[src/rtl/postfix_pkg.sv]
// postfix_pkg: shared constants, FSM state type and operator ranking for the
// infix-to-postfix sequencer.
//
// Configuration macro: POSTFIX_PREC_EN
//   undefined : every operator has the same rank and all are left-associative
//   defined   : '*' ranks above '+' and '-'
package postfix_pkg;

    localparam logic [7:0] NUL    = 8'd0;
    localparam logic [7:0] LPAREN = 8'd40;
    localparam logic [7:0] RPAREN = 8'd41;
    localparam logic [7:0] OP_MUL = 8'd42;
    localparam logic [7:0] OP_ADD = 8'd43;
    localparam logic [7:0] OP_SUB = 8'd45;

    typedef enum logic [2:0] {
        ACCEPT,
        POP_OP,
        POP_PAREN,
        FLUSH,
        TERM,
        ERROR
    } state_e;

    // Rank 0 marks a non-operator, so callers can use it as an is-operator test.
    function automatic logic [1:0] op_prec(input logic [7:0] c);
`ifdef POSTFIX_PREC_EN
        if (c == OP_MUL) return 2'd2;
        if ((c == OP_ADD) || (c == OP_SUB)) return 2'd1;
        return 2'd0;
`else
        return ((c == OP_MUL) || (c == OP_ADD) || (c == OP_SUB)) ? 2'd1 : 2'd0;
`endif
    endfunction

endpackage

[src/rtl/postfix_seq_ctrl_op_stack.sv]
// postfix_op_stack: LIFO holding pending operators and '(' markers.
//
// Ports:
//   clk, rst          clock, synchronous active-high reset (empties the stack)
//   push, push_char   write push_char on top (ignored when full)
//   pop               drop the top entry (ignored when empty)
//   top               current top entry (meaningless when empty)
//   empty, full       occupancy flags
module postfix_op_stack #(
    parameter int STACK_DEPTH = 16,
    parameter int CHAR_W      = 8
) (
    input  logic              clk,
    input  logic              rst,
    input  logic              push,
    input  logic              pop,
    input  logic [CHAR_W-1:0] push_char,
    output logic [CHAR_W-1:0] top,
    output logic              empty,
    output logic              full
);

    localparam int AW = $clog2(STACK_DEPTH);
    localparam logic [AW:0] SP_ONE = (AW+1)'(1);

    logic [AW:0]       sp_q, sp_d;
    logic [CHAR_W-1:0] mem_q [STACK_DEPTH];
    logic [AW-1:0]     top_idx;

    // Depth is a power of two, so the extra pointer bit alone means full.
    assign empty   = (sp_q == '0);
    assign full    = sp_q[AW];
    assign top_idx = AW'(sp_q - SP_ONE);
    assign top     = mem_q[top_idx];

    always_comb begin
        sp_d = sp_q;
        if (push && !full) begin
            sp_d = sp_q + SP_ONE;
        end else if (pop && !empty) begin
            sp_d = sp_q - SP_ONE;
        end
    end

    always_ff @(posedge clk) begin
        if (rst) begin
            sp_q <= '0;
        end else begin
            sp_q <= sp_d;
        end
    end

    always_ff @(posedge clk) begin
        if (push && !full) begin
            mem_q[sp_q[AW-1:0]] <= push_char;
        end
    end

endmodule

[src/rtl/postfix_seq_ctrl.sv]
// postfix_seq_ctrl: streaming shunting-yard converter, infix characters in,
// postfix characters out, one character per handshake.
//
// Ports:
//   clk, rst                       clock, synchronous active-high reset
//   in_valid, in_ready, in_char    infix input stream (8'd0 ends an expression)
//   out_valid, out_ready, out_char postfix output stream from one holding register
//   out_last                       marks the 8'd0 terminator beat
//   busy                           expression in progress
//   err                            sticky syntax / stack-overflow error
//
// Configuration macro: POSTFIX_PREC_EN (operator precedence, see postfix_pkg).
//
// state     | meaning
// ----------+----------------------------------------------------------
// ACCEPT    | take one input character per loadable cycle
// POP_OP    | pop higher-or-equal operators, then push the latched one
// POP_PAREN | pop operators down to the matching '(' and discard it
// FLUSH     | end of input: pop every remaining operator
// TERM      | emit the 8'd0 terminator with out_last
// ERROR     | sticky error; only rst leaves this state
module postfix_seq_ctrl
    import postfix_pkg::*;
#(
    parameter int STACK_DEPTH = 16,
    parameter int CHAR_W      = 8
) (
    input  logic              clk,
    input  logic              rst,
    input  logic              in_valid,
    output logic              in_ready,
    input  logic [CHAR_W-1:0] in_char,
    output logic              out_valid,
    input  logic              out_ready,
    output logic [CHAR_W-1:0] out_char,
    output logic              out_last,
    output logic              busy,
    output logic              err
);

    state_e            state_q, state_d;
    logic [CHAR_W-1:0] op_q, op_d;
    logic              out_valid_q, out_valid_d;
    logic [CHAR_W-1:0] out_char_q, out_char_d;
    logic              out_last_q, out_last_d;
    logic              busy_q, busy_d;
    logic              err_q, err_d;

    logic              load_ok;
    logic              push, pop;
    logic [CHAR_W-1:0] push_char, top;
    logic              empty, full;

    // Characters wider than 8 bits with upper bits set are always operands.
    function automatic logic [1:0] prec_of(input logic [CHAR_W-1:0] c);
        return (c == CHAR_W'(c[7:0])) ? op_prec(c[7:0]) : 2'd0;
    endfunction

    postfix_op_stack #(
        .STACK_DEPTH(STACK_DEPTH),
        .CHAR_W     (CHAR_W)
    ) u_stack (
        .clk      (clk),
        .rst      (rst),
        .push     (push),
        .pop      (pop),
        .push_char(push_char),
        .top      (top),
        .empty    (empty),
        .full     (full)
    );

    assign load_ok   = !out_valid_q || out_ready;
    assign in_ready  = (state_q == ACCEPT) && load_ok;
    assign out_valid = out_valid_q;
    assign out_char  = out_char_q;
    assign out_last  = out_last_q;
    assign busy      = busy_q;
    assign err       = err_q;

    always_comb begin
        state_d     = state_q;
        op_d        = op_q;
        err_d       = err_q;
        busy_d      = busy_q;
        out_valid_d = out_valid_q && !out_ready;
        out_char_d  = out_char_q;
        out_last_d  = out_last_q;
        push        = 1'b0;
        pop         = 1'b0;
        push_char   = in_char;

        if (out_valid_q && out_ready && out_last_q) begin
            busy_d = 1'b0;
        end

        // Nothing advances unless the holding register can take a beat.
        if (load_ok) begin
            unique case (state_q)
                ACCEPT: begin
                    if (in_valid) begin
                        busy_d = 1'b1;
                        if (in_char == CHAR_W'(NUL)) begin
                            state_d = FLUSH;
                        end else if (in_char == CHAR_W'(LPAREN)) begin
                            if (full) begin
                                state_d = ERROR;
                                err_d   = 1'b1;
                            end else begin
                                push = 1'b1;
                            end
                        end else if (in_char == CHAR_W'(RPAREN)) begin
                            state_d = POP_PAREN;
                        end else if (prec_of(in_char) != 2'd0) begin
                            op_d    = in_char;
                            state_d = POP_OP;
                        end else begin
                            out_valid_d = 1'b1;
                            out_char_d  = in_char;
                            out_last_d  = 1'b0;
                        end
                    end
                end
                POP_OP: begin
                    if (!empty && (prec_of(top) != 2'd0) &&
                        (prec_of(top) >= prec_of(op_q))) begin
                        pop         = 1'b1;
                        out_valid_d = 1'b1;
                        out_char_d  = top;
                        out_last_d  = 1'b0;
                    end else if (full) begin
                        state_d = ERROR;
                        err_d   = 1'b1;
                    end else begin
                        push      = 1'b1;
                        push_char = op_q;
                        state_d   = ACCEPT;
                    end
                end
                POP_PAREN: begin
                    if (empty) begin
                        state_d = ERROR;
                        err_d   = 1'b1;
                    end else if (top == CHAR_W'(LPAREN)) begin
                        pop     = 1'b1;
                        state_d = ACCEPT;
                    end else begin
                        pop         = 1'b1;
                        out_valid_d = 1'b1;
                        out_char_d  = top;
                        out_last_d  = 1'b0;
                    end
                end
                FLUSH: begin
                    if (empty) begin
                        state_d = TERM;
                    end else if (top == CHAR_W'(LPAREN)) begin
                        state_d = ERROR;
                        err_d   = 1'b1;
                    end else begin
                        pop         = 1'b1;
                        out_valid_d = 1'b1;
                        out_char_d  = top;
                        out_last_d  = 1'b0;
                    end
                end
                TERM: begin
                    out_valid_d = 1'b1;
                    out_char_d  = CHAR_W'(NUL);
                    out_last_d  = 1'b1;
                    state_d     = ACCEPT;
                end
                ERROR: begin
                    err_d = 1'b1;
                end
                default: begin
                    state_d = ERROR;
                    err_d   = 1'b1;
                end
            endcase
        end
    end

    always_ff @(posedge clk) begin
        if (rst) begin
            state_q     <= ACCEPT;
            op_q        <= '0;
            out_valid_q <= 1'b0;
            out_char_q  <= '0;
            out_last_q  <= 1'b0;
            busy_q      <= 1'b0;
            err_q       <= 1'b0;
        end else begin
            state_q     <= state_d;
            op_q        <= op_d;
            out_valid_q <= out_valid_d;
            out_char_q  <= out_char_d;
            out_last_q  <= out_last_d;
            busy_q      <= busy_d;
            err_q       <= err_d;
        end
    end

endmodule

[config.mk]
export PLATFORM = sky130hd
export DESIGN_NAME = postfix_seq_ctrl
export DESIGN_NICKNAME = d
export VERILOG_FILES = /design/src/rtl/postfix_pkg.sv /design/src/rtl/postfix_seq_ctrl_op_stack.sv /design/src/rtl/postfix_seq_ctrl.sv
export SDC_FILE = /design/constraint.sdc
export NUM_CORES = 1
export LEC_CHECK = 0
export CORE_UTILIZATION = 59
export DETAILED_ROUTE_END_ITERATION = 6
export PLACE_DENSITY = 0.73
export SETUP_SLACK_MARGIN = 0.3
export SYNTH_ARGS = -nofsm -noshare
export SYNTH_HDL_FRONTEND = slang
export SYNTH_HIERARCHICAL = 1
export SYNTH_SLANG_ARGS = --single-unit
[constraint.sdc]
create_clock -name clk -period 13 [get_ports clk]
set_input_delay 1.3 -clock clk [delete_from_list [all_inputs] [get_ports clk]]
set_output_delay 1.3 -clock clk [all_outputs]
set_load 0.1 [all_outputs]
Word-level counts from Yosys, hierarchy flattened

Memory sizes are Yosys's and may differ from the RTL's.
Index checks and enable logic that the tools add are counted.

Register bits: 28
RAM bits: 128
Input port bits: 12
Memories kept: 1

Memory list:

| memory        | words | width | read ports | clocked after Yosys merged registers in | write ports | line                            | RTL |
|---|---|---|---|---|---|---|---|
| u_stack.mem_q | 16    | 8     | 1          | 0                                       | 1           | postfix_seq_ctrl_op_stack.sv:27 | `logic [CHAR_W-1:0] mem_q [STACK_DEPTH];` |

Add/sub/neg operators: 2
Magnitude comparators: 1
Equality and inequality tests: 34
Mux-type cells: 78
Bitwise logic cells: 5
Reductions and logical operators: 31

Operator list:

| kind                                                  | count |
|---|---|
| equality test 8 x 6 -> 1 bit, second input constant   | 12 |
| two-way mux 8 bit                                     | 12 |
| two-way mux 1 bit                                     | 45 |
| two-way mux 3 bit                                     | 12 |
| one-hot mux 8 bit (4 select lines)                    | 1 |
| inequality test 2 bit, second input constant          | 11 |
| one-hot mux 3 bit (6 select lines)                    | 1 |
| two-way mux 5 bit                                     | 2 |
| AND reduction 10 bit                                  | 1 |
| AND reduction 9 bit                                   | 1 |
| logical AND 1 bit                                     | 8 |
| zero test 8 bit                                       | 1 |
| one-hot mux 1 bit (4 select lines)                    | 2 |
| AND reduction 8 bit                                   | 1 |
| logical OR 1 bit                                      | 7 |
| AND reduction 7 bit                                   | 1 |
| equality test 3 x 2 -> 1 bit, second input constant   | 2 |
| equality test 3 bit, second input constant            | 2 |
| inequality test 3 x 2 -> 1 bit, second input constant | 2 |
| nonzero test 2 bit                                    | 3 |
| adder 5 x 1 -> 5 bit, second input constant           | 1 |
| zero test 5 bit                                       | 1 |
| inequality test 5 x 1 -> 1 bit, second input constant | 1 |
| inverter 1 bit                                        | 5 |
| 12 further kinds                                      | 16 |

Longest topological paths before layout

An unclocked memory read counts as a cell.

Depth in word-level cells: 15
Mapped depth: 18
Mapped depth without buffers: 14

Cells and area by module

The synthesis kept the hierarchy.

Modules (own cells, without submodules):

| module           | instances | cells each | area each (um^2) |
|---|---|---|---|
| postfix_op_stack | 1         | 333        | 5,393.9 |
| postfix_seq_ctrl | 1         | 195        | 1,582.8 |

Worst setup path before layout

Ideal clock, no wire load.

Path type: reg2reg
Start: register u_stack.sp_q[0]
End: memory u_stack.mem_q[0][0], enable pin
Setup time: 383 ps
Arrival time: 3,992 ps
Path slack: 8,625 ps
Cell stages (with the launch flop): 18
Path buffers: 4
Clock period less this slack: 4,375 ps
Cells stage by stage: dfxtp_1 buf_4 inv_1 ha_1 buf_2 clkbuf_1 mux4_2 nand2_1 nand2_1 a32o_1 nor2b_1 mux2i_1 o31ai_1 a211oi_1 nor2b_1 buf_2 nand2_1 nor3_1

Word-level cells in the longest chain between the ends: 15
Elaborated cells on any way between the ends: 20
Those cells by class: add/sub: 1; order compare: 1; eq/ne: 3; mux: 6; reduce/logical: 8; memory: 1

Ends and longest elaborated chain:

| element                                     | line                            | RTL |
|---|---|---|
| start: declaration                          | postfix_seq_ctrl_op_stack.sv:26 | `logic [AW:0] sp_q, sp_d;` |
| start signal: assignment                    | postfix_seq_ctrl_op_stack.sv:49 | `sp_q <= sp_d;` |
| subtractor 5 x 1 -> 5 bit (*)               | postfix_seq_ctrl_op_stack.sv:33 | `assign top_idx = AW'(sp_q - SP_ONE);` |
| memory (16 x 8 bit) (*)                     | --                              |  |
| net top[0]                                  | postfix_seq_ctrl.sv:51          | `logic [CHAR_W-1:0] push_char, top;` |
| equality test 8 x 6 -> 1 bit                | postfix_pkg.sv:32               | `return ((c == OP_MUL) \|\| (c == OP_ADD) \|\| (c == OP_SUB)) ? 2'd1 : 2'd0;` |
| logical OR 1 bit                            | postfix_pkg.sv:32               |  |
| logical OR 1 bit (*)                        | postfix_pkg.sv:32               |  |
| two-way mux 1 bit (*)                       | postfix_pkg.sv:32               |  |
| nonzero test 2 bit                          | postfix_seq_ctrl.sv:125         | `if (!empty && (prec_of(top) != 2'd0) &&` |
| logical AND 1 bit                           | postfix_seq_ctrl.sv:125         |  |
| logical AND 1 bit (*)                       | postfix_seq_ctrl.sv:125         |  |
| two-way mux 1 bit (*)                       | postfix_seq_ctrl.sv:125         |  |
| one-hot mux 1 bit (2 select lines) (*)      | postfix_seq_ctrl.sv:99          | `unique case (state_q)` |
| two-way mux 1 bit (*)                       | postfix_seq_ctrl.sv:98          | `if (load_ok) begin` |
| net push                                    | postfix_seq_ctrl.sv:50          | `logic push, pop;` |
| logical AND 1 bit (*)                       | postfix_seq_ctrl_op_stack.sv:54 | `if (push && !full) begin` |
| two-way mux 1 bit (*)                       | postfix_seq_ctrl_op_stack.sv:54 |  |
| two-way mux 1 bit (not written as such) (*) | postfix_seq_ctrl_op_stack.sv:55 | `mem_q[sp_q[AW-1:0]] <= push_char;` |
| end: declaration                            | postfix_seq_ctrl_op_stack.sv:27 |  |

Mark *: on every way through the listed nets, which the timed path passes. The rest lies on a longest branch.

Final worst setup path

Start: register u_stack.sp_q[0]
End: memory u_stack.mem_q[0][2], enable pin

The elaborated chain is that of the path after synthesis.

==> run_results.csv <==
group,metric,value,unit
yosys,yosysWarningCount,6,
power_and_ir_drop,power_leakage,2.83,nW
final_layout,area_delta_synth_final,12.9,%
global_routing,grt_pass1_vias,4309,
clock_network,insertion_delay,420,ps
clock_network,htreeDepth,4,
yosys,synth.top_cell.area_share,55.1,%
power_and_ir_drop,ir_worst_vdd,0.000139,V
final_layout,final_common_cell,"edfxtp_1",
detailed_routing,via_count,4424,
global_routing,grt_use_total,25.9,%
clock_network,numCtsBuffers,17,
floorplanning,core_area,11500,um2
yosys,syn-num-nets,544,
final_layout,layout-drive-gt1-share,14.2,%
yosys,ys_seq_area_share,63.1,%
yosys,avgSynthCellArea,13.2,um2
global_routing,antenna_found_initial,0,
clock_network,clk_path_buf_depth,2,
placed_design,numPortBuffers,24,
yosys,synth_cell_type_count,71,
sta,setup_viol,0,
detailed_routing,drc,0,
sta,final.setup.tns,0,ps
yosys,ys_ff_latch,156,
placed_design,dp.cells,668,
final_layout,fin_nets,560,
sta,rsz0062_at_grt,"false",
sta,fmax,0.164,GHz
final_layout,fillers,790,
power_and_ir_drop,seqPwrFrac,49.0,%
setup_path,crit_type,"flop to flop",
yosys,synth_area,6980,um2
setup_path,cpPeakStageDelay,1030,ps
yosys,synth.largest_area_cell,"edfxtp_1",
floorplanning,die_h,111,um
clock_network,ctsResizeCount,0,
final_layout,mostFrequentLayoutCells,"edfxtp_1, nand2_1, mux2i_1",
run,cap_viol_max_count,0,
detailed_routing,viasPerCell,6.32,
clock_network,cts_tree,"yes",
power_and_ir_drop,p_comb_share,7.9,%
placed_design,hpwlAfterDp,9.76,mm
floorplanning,die_x,111,um
setup_path,path_max_fanout,24,
placed_design,place_congestion,0.918,
setup_path,crit_top_cell,"nor2b_1",
power_and_ir_drop,swShare,23.2,%
detailed_routing,ant_nets,0,
detailed_routing,drtIter0Drc,567,
power_and_ir_drop,p_switching,258,uW
yosys,netlist_instances,528,
floorplanning,ios,25,
sta,slew_headroom,14.2,%
setup_path,cp.required,13030,ps
global_routing,grt_pass1_wl,23.7,mm
yosys,yosys-top-cells-area,"edfxtp_1, dfxtp_1, mux4_2",
clock_network,post_cts_buffers,0,
clock_network,cts_root_buf,"clkbuf_16",
sta,post-route-period-util,47.0,%
detailed_routing,drt_pass1_iterations,6,
sta,layout_min_cycle_time,6110,ps
power_and_ir_drop,p_int,857,uW
setup_path,critPathSlowestCell,"nor3_1",
detailed_routing,wl_per_cell,21.2,um
setup_path,path_cells,"buf_4 -> inv_1 -> ha_1 -> nor2b_1 -> nand3_1 -> a32o_1 -> nor2b_1 -> mux2i_1 -> o31ai_1 -> a211oi_1 -> nor2b_1 -> nand2_1 -> nor3_1",
final_layout,n_antenna_cell,0,
yosys,synth_edf_count,128,
setup_path,cp-end-kind,"flop",
sta,worst_slew_pin_slew,1280,ps
yosys,synthFlopType,"edfxtp_1",
floorplanning,start_util,60.8,%
setup_path,critPathLaunchType,"flop",
setup_path,crit_arrival,6140,ps
run_status,status,"completed",
clock_network,holdBufCountCts,0,
min_path,hp-class,"flop to flop",
global_routing,overflow,0,
yosys,ys_async_sr_fraction,0,%
floorplanning,rows,39,
sta,hold_violations,0,
detailed_routing,wl,14.8,mm
power_and_ir_drop,clkPwrFrac,43.2,%
clock_network,clk_pin_slew,60,ps
clock_network,clock-sinks,156,
setup_path,ff2ff_setup_slack,6890,ps
final_layout,instances_no_fill,700,
floorplanning,dieArea,12300,um2
power_and_ir_drop,powerDensity,142,nW/um2
global_routing,grt_max_degree,41,
sta,clock_skew,11.4,ps
sta,slew_viol_final,0,
## cell type report
type | count | area (um2) | share of cell area (%)
Inverter | 7 | 26.3 | 0.334
Sequential cell | 156 | 4400 | 55.9
Multi-Input combinational cell | 335 | 2410 | 30.6
Timing Repair Buffer | 27 | 263 | 3.34
Tap cell | 143 | 179 | 2.27
Clock inverter | 9 | 73.8 | 0.937
Clock buffer | 23 | 520 | 6.61
## path summary, 6_finish.rpt
check | from | end | depth (start not counted)
worst min register to register | op_q[2] | op_q[2] | 2
worst min-delay path | op_q[2] | op_q[2] | 2
worst max-delay path | u_stack/sp_q[0] | u_stack/mem_q[0][2] | 13
worst max register to register | u_stack/sp_q[0] | u_stack/mem_q[0][2] | 13
## flip-flops by register name, summed over array words and instances (netlist names)
register       count
out_valid          1
u_stack/sp_q       5
op_q               8
err                1
state_q            3
u_stack/mem_q    128
out_last           1
out_char           8
busy               1
## kinds of logic (layout without fill, tap and decap cells)
logic type / after synthesis / after routing / share of synthesized area, %
and+or+nand+nor: 199 / 199 / 13.9
DFF: 156 / 156 / 63.1
AOI/OAI and AO/OA: 72 / 72 / 8.07
muxes: 55 / 55 / 10.9
buffers and inverters: 37 / 66 / 2.58
xor gates and xnor gates: 5 / 5 / 0.735
adders and majority gates: 4 / 4 / 0.717
## stage by stage
stage	cell area (um2)	utilization [%]	setup WS, ps	total power, mW	hold WS, ps
floorplan	6980	-	8620	0.618	429
global placement	7280	63.5	7240	0.642	439
detailed placement	7280	63.5	7030	0.644	449
CTS	7880	68.7	6980	1.12	458
global route	7880	68.7	6620	1.14	465
finish	7880	68.7	6890	1.12	457
## per-layer routing
metal | wire (um) | vias to the layer above | global-route usage (%)
met5 | 0 | - | 0
met4 | 333 | 0 | 9.42
met3 | 1040 | 31 | 6.23
met2 | 7160 | 196 | 40.7
met1 | 6320 | 2164 | 35.4
li1 | - | 2033 | -
## cells in the mapped netlist, drive strengths merged (2+ instances only)
master   count
edfxtp     128
nand2       97
mux2i       31
nor2        30
dfxtp       28
buf         19
nand3       17
mux4        16
a21oi       14
clkbuf      11
o21ai       11
nor2b        9
a32o         8
mux2         8
nor3         8
a221oi       7
inv          7
a22o         6
and3         6
or3          6
nand2b       5
a211oi       4
and2         4
ha           4
nor4         3
o22ai        3
xnor2        3
a2111oi      2
a21o         2
a31oi        2
a41o         2
and4b        2
o31ai        2
or4          2
or4b         2
xor2         2
## critical path: cells and delay by family, from the launching register on
kind	cells	cell delay, ps
adders and majority gates	1	890
DFF	1	310
muxes	1	210
and+or+nand+nor	6	2910
AOI/OAI and AO/OA	3	870
buffers and inverters	2	520
## power by group through the flow
stage | logic [mW] | registers (mW) | clock network [mW]
2_1_floorplan | 0.0458 | 0.572 | 0
3_3_place_gp | 0.0859 | 0.556 | 0
3_5_place_dp | 0.0870 | 0.557 | 0
4_1_cts | 0.0873 | 0.546 | 0.486
5_1_grt | 0.0931 | 0.546 | 0.505
6_report | 0.0876 | 0.546 | 0.481
No activity file was read; power rests on OpenSTA's default activity.
